File: src/rtl/cache_pkg.sv
// Shared geometry constants and the operation-mode encoding for the direct-mapped cache core.
package cache_pkg;

  localparam int unsigned DATA_W  = 16;
  localparam int unsigned TAG_W   = 5;
  localparam int unsigned INDEX_W = 4;
  localparam int unsigned WORD_W  = 2;
  localparam int unsigned LINES   = 2 ** INDEX_W;
  localparam int unsigned WORDS   = 2 ** WORD_W;

  typedef enum logic [1:0] {CMP_RD, CMP_WR, ACC_RD, ACC_WR} cache_mode_e;

  function automatic cache_mode_e decode_mode(input logic cmp, input logic write);
    if (cmp) return write ? CMP_WR : CMP_RD;
    return write ? ACC_WR : ACC_RD;
  endfunction

endpackage

File: src/rtl/cache_line_store.sv
// One cache line: tag, valid and dirty metadata plus a small word array, all cleared asynchronously.
module cache_line_store #(
  parameter int unsigned DATA_W = 16,
  parameter int unsigned TAG_W  = 5,
  parameter int unsigned WORD_W = 2
) (
  input  logic                                clk,
  input  logic                                rst_n,
  input  logic                                word_we_i,
  input  logic [WORD_W-1:0]                   word_sel_i,
  input  logic [DATA_W-1:0]                   wdata_i,
  input  logic                                meta_we_i,
  input  logic [TAG_W-1:0]                    tag_i,
  input  logic                                valid_i,
  input  logic                                dirty_i,
  output logic [TAG_W-1:0]                    tag_o,
  output logic                                valid_o,
  output logic                                dirty_o,
  output logic [2**WORD_W-1:0][DATA_W-1:0]    words_o
);

  logic [TAG_W-1:0]                 tag_q;
  logic                             valid_q;
  logic                             dirty_q;
  logic [2**WORD_W-1:0][DATA_W-1:0] data_q;

  always_ff @(posedge clk or negedge rst_n) begin
    if (!rst_n) begin
      tag_q   <= '0;
      valid_q <= 1'b0;
      dirty_q <= 1'b0;
      data_q  <= '0;
    end else begin
      if (meta_we_i) begin
        tag_q   <= tag_i;
        valid_q <= valid_i;
        dirty_q <= dirty_i;
      end
      if (word_we_i) data_q[word_sel_i] <= wdata_i;
    end
  end

  assign tag_o   = tag_q;
  assign valid_o = valid_q;
  assign dirty_o = dirty_q;
  assign words_o = data_q;

endmodule

File: src/rtl/cache_core.sv
// Direct-mapped cache data/tag array: index decode, tag compare, output muxing and write enables
// over sixteen line stores. Lookups are combinational; updates commit on the rising edge.
module cache_core
  import cache_pkg::*;
(
  input  logic               clk,
  input  logic               rst_n,
  input  logic               enable,
  input  logic [INDEX_W-1:0] index,
  input  logic [WORD_W-1:0]  word,
  input  logic               cmp,
  input  logic               write,
  input  logic [TAG_W-1:0]   tag,
  input  logic [DATA_W-1:0]  data_in,
  input  logic               valid_in,
  input  logic               dirty_in,
  output logic               hit,
  output logic               dirty,
  output logic [TAG_W-1:0]   tag_out,
  output logic [DATA_W-1:0]  data_out,
  output logic               valid
);

  logic [TAG_W-1:0]             line_tag   [LINES];
  logic                         line_valid [LINES];
  logic                         line_dirty [LINES];
  logic [WORDS-1:0][DATA_W-1:0] line_words [LINES];

  logic [LINES-1:0] word_we;
  logic [LINES-1:0] meta_we;
  logic [TAG_W-1:0] tag_d;
  logic             valid_d;
  logic             dirty_d;
  logic             match;

  for (genvar i = 0; i < LINES; i++) begin : g_line
    cache_line_store #(
      .DATA_W (DATA_W),
      .TAG_W  (TAG_W),
      .WORD_W (WORD_W)
    ) u_line (
      .clk        (clk),
      .rst_n      (rst_n),
      .word_we_i  (word_we[i]),
      .word_sel_i (word),
      .wdata_i    (data_in),
      .meta_we_i  (meta_we[i]),
      .tag_i      (tag_d),
      .valid_i    (valid_d),
      .dirty_i    (dirty_d),
      .tag_o      (line_tag[i]),
      .valid_o    (line_valid[i]),
      .dirty_o    (line_dirty[i]),
      .words_o    (line_words[i])
    );
  end

  assign match = line_valid[index] & (line_tag[index] == tag);

  always_comb begin
    hit      = 1'b0;
    dirty    = 1'b0;
    valid    = 1'b0;
    tag_out  = '0;
    data_out = '0;
    word_we  = '0;
    meta_we  = '0;
    tag_d    = tag;
    valid_d  = valid_in;
    dirty_d  = dirty_in;
    // Mode is only decoded when enabled so cmp/write are don't-care while idle.
    if (enable) begin
      dirty    = line_dirty[index];
      valid    = line_valid[index];
      tag_out  = line_tag[index];
      data_out = line_words[index][word];
      unique case (decode_mode(cmp, write))
        CMP_RD: hit = match;
        CMP_WR: begin
          hit = match;
          if (match) begin
            // Hit write keeps tag/valid and marks the line dirty.
            word_we[index] = 1'b1;
            meta_we[index] = 1'b1;
            tag_d          = line_tag[index];
            valid_d        = 1'b1;
            dirty_d        = 1'b1;
          end
        end
        ACC_RD: hit = 1'b0;
        ACC_WR: begin
          word_we[index] = 1'b1;
          meta_we[index] = 1'b1;
        end
        default: hit = 1'b0;
      endcase
    end
  end

endmodule

File: config.mk
export PLATFORM = sky130hd
export DESIGN_NAME = cache_core
export DESIGN_NICKNAME = d
export VERILOG_FILES = /design/src/rtl/cache_pkg.sv /design/src/rtl/cache_line_store.sv /design/src/rtl/cache_core.sv
export SDC_FILE = /design/constraint.sdc
export NUM_CORES = 2
export LEC_CHECK = 0
export ABC_AREA = 1
export CORE_AREA = 2 2 314 316
export DETAILED_ROUTE_END_ITERATION = 8
export DIE_AREA = 0 0 316 318
export GPL_ROUTABILITY_DRIVEN = 0
export HOLD_SLACK_MARGIN = 0.15
export PLACE_DENSITY_LB_ADDON = 0.12
export SYNTH_ARGS = -nofsm -noshare
export SYNTH_HDL_FRONTEND = slang
export SYNTH_SLANG_ARGS = --single-unit
export TNS_END_PERCENT = 30
File: constraint.sdc
create_clock -name clk -period 3.3 [get_ports clk]
set_clock_uncertainty 0.15 [all_clocks]
set_input_delay 0.66 -clock clk [delete_from_list [all_inputs] [get_ports clk]]
set_output_delay 0.66 -clock clk [all_outputs]
set_load 0.01 [all_outputs]
==> out/metrics.cfg <==
[timing]
setup-tns-final_ps = -6600
finalCriticalPeriod_ps = 3810
whs_ps = 261
relSlewSlack_pct = 30.4
unrepaired_setup_endpoints_after_global_routing = true
final-setup-viol-count = 17
final.period_utilization_pct = 115
maxSlewViolCount = 0
layout_setup_ws_ps = -511
report.final.hold_viol_count = 0
worst-slew-pin-transition_ps = 1040
max_clock_freq_ghz = 0.262

[route]
antenna_viol_nets_final = 0
avgRoutedWirePerCell_um = 25.6
dr_vias = 55468
route.detailed.drc = 0
vias_per_cell = 6.65
drt_pre_antenna_iters = 7
routed_wirelength_um = 213000
drt_iter0_markers = 8305

[setup_path]
timing.setup.critical_path_class = input port to output pin
cp.arrival_ps = 3000
endpoint_kind = output pin
crit_required_ps = 2490
critical_path_peak_fanout = 9
setup.worst_path.start_class = input port

[min_path]
min-delay-path-class = input port to flip-flop

[layout]
area.sequential_sq_um = 28400
final_layout_size_suffix_gt1_share_pct = 21.2
nets = 6991
design_area_sq_um = 68800
area_of_combinational_cells_with_multiple_inputs_sq_um = 25300
synthToLayoutAreaGrowth_pct = 25.2
fillerInstances = 7358

[yosys]
yosys_register_bits = 1136
yosysSeqAreaShare_pct = 51.7
syn_nets = 6685
count_of_unique_library_cells_instantiated_by_yosys = 29
synth_edf_count = 0
syn_avg_cell_area_sq_um = 8.27
area_of_the_mapped_netlist_sq_um = 55000
ys.flop_type = sky130_fd_sc_hd__dfrtp_1
netlist_top_cells_area = sky130_fd_sc_hd__dfrtp_1, sky130_fd_sc_hd__nand2_1, sky130_fd_sc_hd__nand4_1
synth_async_sr_flop_share_pct = 100
synth-warning-count = 0
netlist_instances = 6651
netlist.top_cell.by_area = sky130_fd_sc_hd__dfrtp_1
netlist.area_leader.share_pct = 51.7

[status]
failed_checks = negative setup slack
outcome = complete, but fails checks

[clock_network]
clk_transition_reported_paths_ps = 60
clk_buf_depth = 3
clk_latency_ps = 730
tritoncts.num_buffers = 121
cts_tree = built
root_buffer = sky130_fd_sc_hd__clkbuf_16
cts-htree-levels = 3
tritoncts_num_sinks = 1136

[grt]
first_global_vias = 52593
busiest_layer = met2
use_met2_pct = 61.3
antenna_found_initial = 2
grt.total_usage_pct = 42.0
groute.layer.met3.usage_pct = 10.6
gr-usage-met1_pct = 56.5
first_pass_grt_wire_length_um = 325000
pin_count_of_the_biggest_net_entering_global_routing = 178
overflow = 0

[power_and_ir_drop]
vdd_drop_max_mv = 0.532
p_total_mw = 33.5
static-leakage-power_nw = 34.6
power-per-cell-area_nw_per_um2 = 486

[floorplanning]
floorplan.io_pins = 58
core-area_sq_um = 97400
initial_core_util_pct = 56.5
floorplan.die.width_um = 316
die_area_sq_um = 100000
std_cell_rows = 115
floorplan.die.height_um = 318

[place]
place.detailed.hpwl_um = 133000
io_buffer_count = 57
dpl-instance-area_sq_um = 61500

[flow_run]
cap_viol_max_count = 0

[worst paths after layout]
check / slack [ps] / cells past startpoint / to / start
min in group asynchronous: 350 / 2 / g_line[6].u_line.tag_o[2]$_DFFE_PN0P_ / rst_n
worst max-delay path: -510 / 15 / data_out[8] / index[0]
worst min register to register: 320 / 2 / g_line[1].u_line.words_o[11]$_DFFE_PN0P_ / g_line[1].u_line.words_o[11]$_DFFE_PN0P_
worst min-delay path: 260 / 3 / g_line[12].u_line.words_o[11]$_DFFE_PN0P_ / data_in[11]
worst max register to register: 360 / 17 / g_line[9].u_line.words_o[38]$_DFFE_PN0P_ / g_line[8].u_line.tag_o[4]$_DFFE_PN0P_
max in group asynchronous: 1450 / 3 / g_line[1].u_line.words_o[42]$_DFFE_PN0P_ / rst_n
[Yosys cell counts (9+ instances only)]
| cell | number |
|---|---|
| sky130_fd_sc_hd__nand3_1 | 62 |
| sky130_fd_sc_hd__nor2_1 | 96 |
| sky130_fd_sc_hd__a21oi_1 | 194 |
| sky130_fd_sc_hd__nand4_1 | 1028 |
| sky130_fd_sc_hd__dfrtp_1 | 1136 |
| sky130_fd_sc_hd__nor3_1 | 40 |
| sky130_fd_sc_hd__o31ai_1 | 18 |
| sky130_fd_sc_hd__or2_2 | 44 |
| sky130_fd_sc_hd__buf_1 | 87 |
| sky130_fd_sc_hd__inv_1 | 26 |
| sky130_fd_sc_hd__nand3_2 | 11 |
| sky130_fd_sc_hd__buf_6 | 20 |
| sky130_fd_sc_hd__clkbuf_1 | 434 |
| sky130_fd_sc_hd__buf_4 | 74 |
| sky130_fd_sc_hd__nand2_1 | 2643 |
| sky130_fd_sc_hd__inv_2 | 9 |
| sky130_fd_sc_hd__a22oi_1 | 520 |
| sky130_fd_sc_hd__buf_2 | 99 |
| sky130_fd_sc_hd__o21ai_1 | 79 |
[critical path, cell delays in order]
cell                      delay [ps]
sky130_fd_sc_hd__buf_12          110
sky130_fd_sc_hd__buf_8           130
sky130_fd_sc_hd__nor2_4          180
sky130_fd_sc_hd__buf_12          210
sky130_fd_sc_hd__buf_4           140
sky130_fd_sc_hd__buf_6           160
sky130_fd_sc_hd__buf_4           160
sky130_fd_sc_hd__a22oi_1          80
sky130_fd_sc_hd__a21oi_1         230
sky130_fd_sc_hd__nor3_2           90
sky130_fd_sc_hd__o22ai_2         260
sky130_fd_sc_hd__buf_6           160
sky130_fd_sc_hd__nor3_4           40
sky130_fd_sc_hd__nor2_2          180
sky130_fd_sc_hd__buf_2           170
[power breakdown]
group          switching [mW]  internal, mW  total [mW]
Combinational            2.63          1.36        3.99
Sequential              0.506          14.7        15.2
Clock                    5.88          8.38        14.3
Total                    9.01          24.4        33.5
[routing by layer]
metal / vias to the layer above / share of wire (%)
li1: 23729 / -
met1: 27158 / 37
met2: 3751 / 44
met3: 830 / 12
met4: 0 / 7.0
met5: - / 0
[sequential cells by signal, summed over array words and instances (netlist names)]
| register | cells |
|---|---|
| g_line.u_line.words_o | 1024 |
| g_line.u_line.dirty_o | 16 |
| g_line.u_line.tag_o | 80 |
| g_line.u_line.valid_o | 16 |
[kinds of logic after synthesis]
group	share of synthesized area [%]
buffers and inverters	6.16
AND/OR/NAND/NOR	32.0
flip-flops	51.7
AO/OA/AOI/OAI	10.1
[per-stage QoR]
step	utilization, %	worst slack (ps)	instances
floorplan	-	4.92	6651
global placement	63.2	-1870	8053
detailed placement	63.2	-1850	8053
CTS	69.8	-481	8331
global route	70.7	-490	8345
finish	70.7	-511	8346
[what timing repair did]
item | 4_1_cts | 5_1_grt
endpoints found under the setup margin | 1153 | 896
gates resized for setup | 497 | 182
pin swaps | 152 | 136
gates cloned | 14 | 4
buffers inserted | 56 | 24
hold endpoints to repair | 29 | 0
hold buffers | 1 | 0
[cell usage in the layout (no fill, tap or decap), types with 14 or more instances in the layout]
cell                        netlist  routed
sky130_fd_sc_hd__clkinv_2         0      26
sky130_fd_sc_hd__buf_6           20      63
sky130_fd_sc_hd__buf_2           99      21
sky130_fd_sc_hd__nand2_2          1      35
sky130_fd_sc_hd__buf_12           0     140
sky130_fd_sc_hd__o21ai_1         79      78
sky130_fd_sc_hd__nor2_1          96      29
sky130_fd_sc_hd__clkbuf_16        0     128
sky130_fd_sc_hd__nor2_2           1      18
sky130_fd_sc_hd__nand3_1         62      59
sky130_fd_sc_hd__or2_4            0      41
sky130_fd_sc_hd__buf_8            1      17
sky130_fd_sc_hd__dfrtp_1       1136    1136
sky130_fd_sc_hd__a21oi_1        194     135
sky130_fd_sc_hd__clkbuf_1       434      23
sky130_fd_sc_hd__nand3_2         11      14
sky130_fd_sc_hd__a22oi_1        520     404
sky130_fd_sc_hd__buf_16           0      14
sky130_fd_sc_hd__clkbuf_8         0      34
sky130_fd_sc_hd__a22oi_2          0     116
sky130_fd_sc_hd__nor2_4           0      50
sky130_fd_sc_hd__nand4_1       1028    1028
sky130_fd_sc_hd__buf_4           74     618
sky130_fd_sc_hd__nor3_4           0      23
sky130_fd_sc_hd__a21oi_2          0      58
sky130_fd_sc_hd__nand2_1       2643    2600
sky130_fd_sc_hd__inv_1           26      25
[layout make-up]
class	count	area share, %
diodes	1	0.00363
clock buffers	181	5.31
clock inverters	43	0.718
inverters	38	0.251
multi-input cells	4762	36.7
flip-flops and latches	1136	41.3
well taps	1287	2.34
repair buffers	898	13.4
Note: power is estimated with default switching activity, not from simulation.
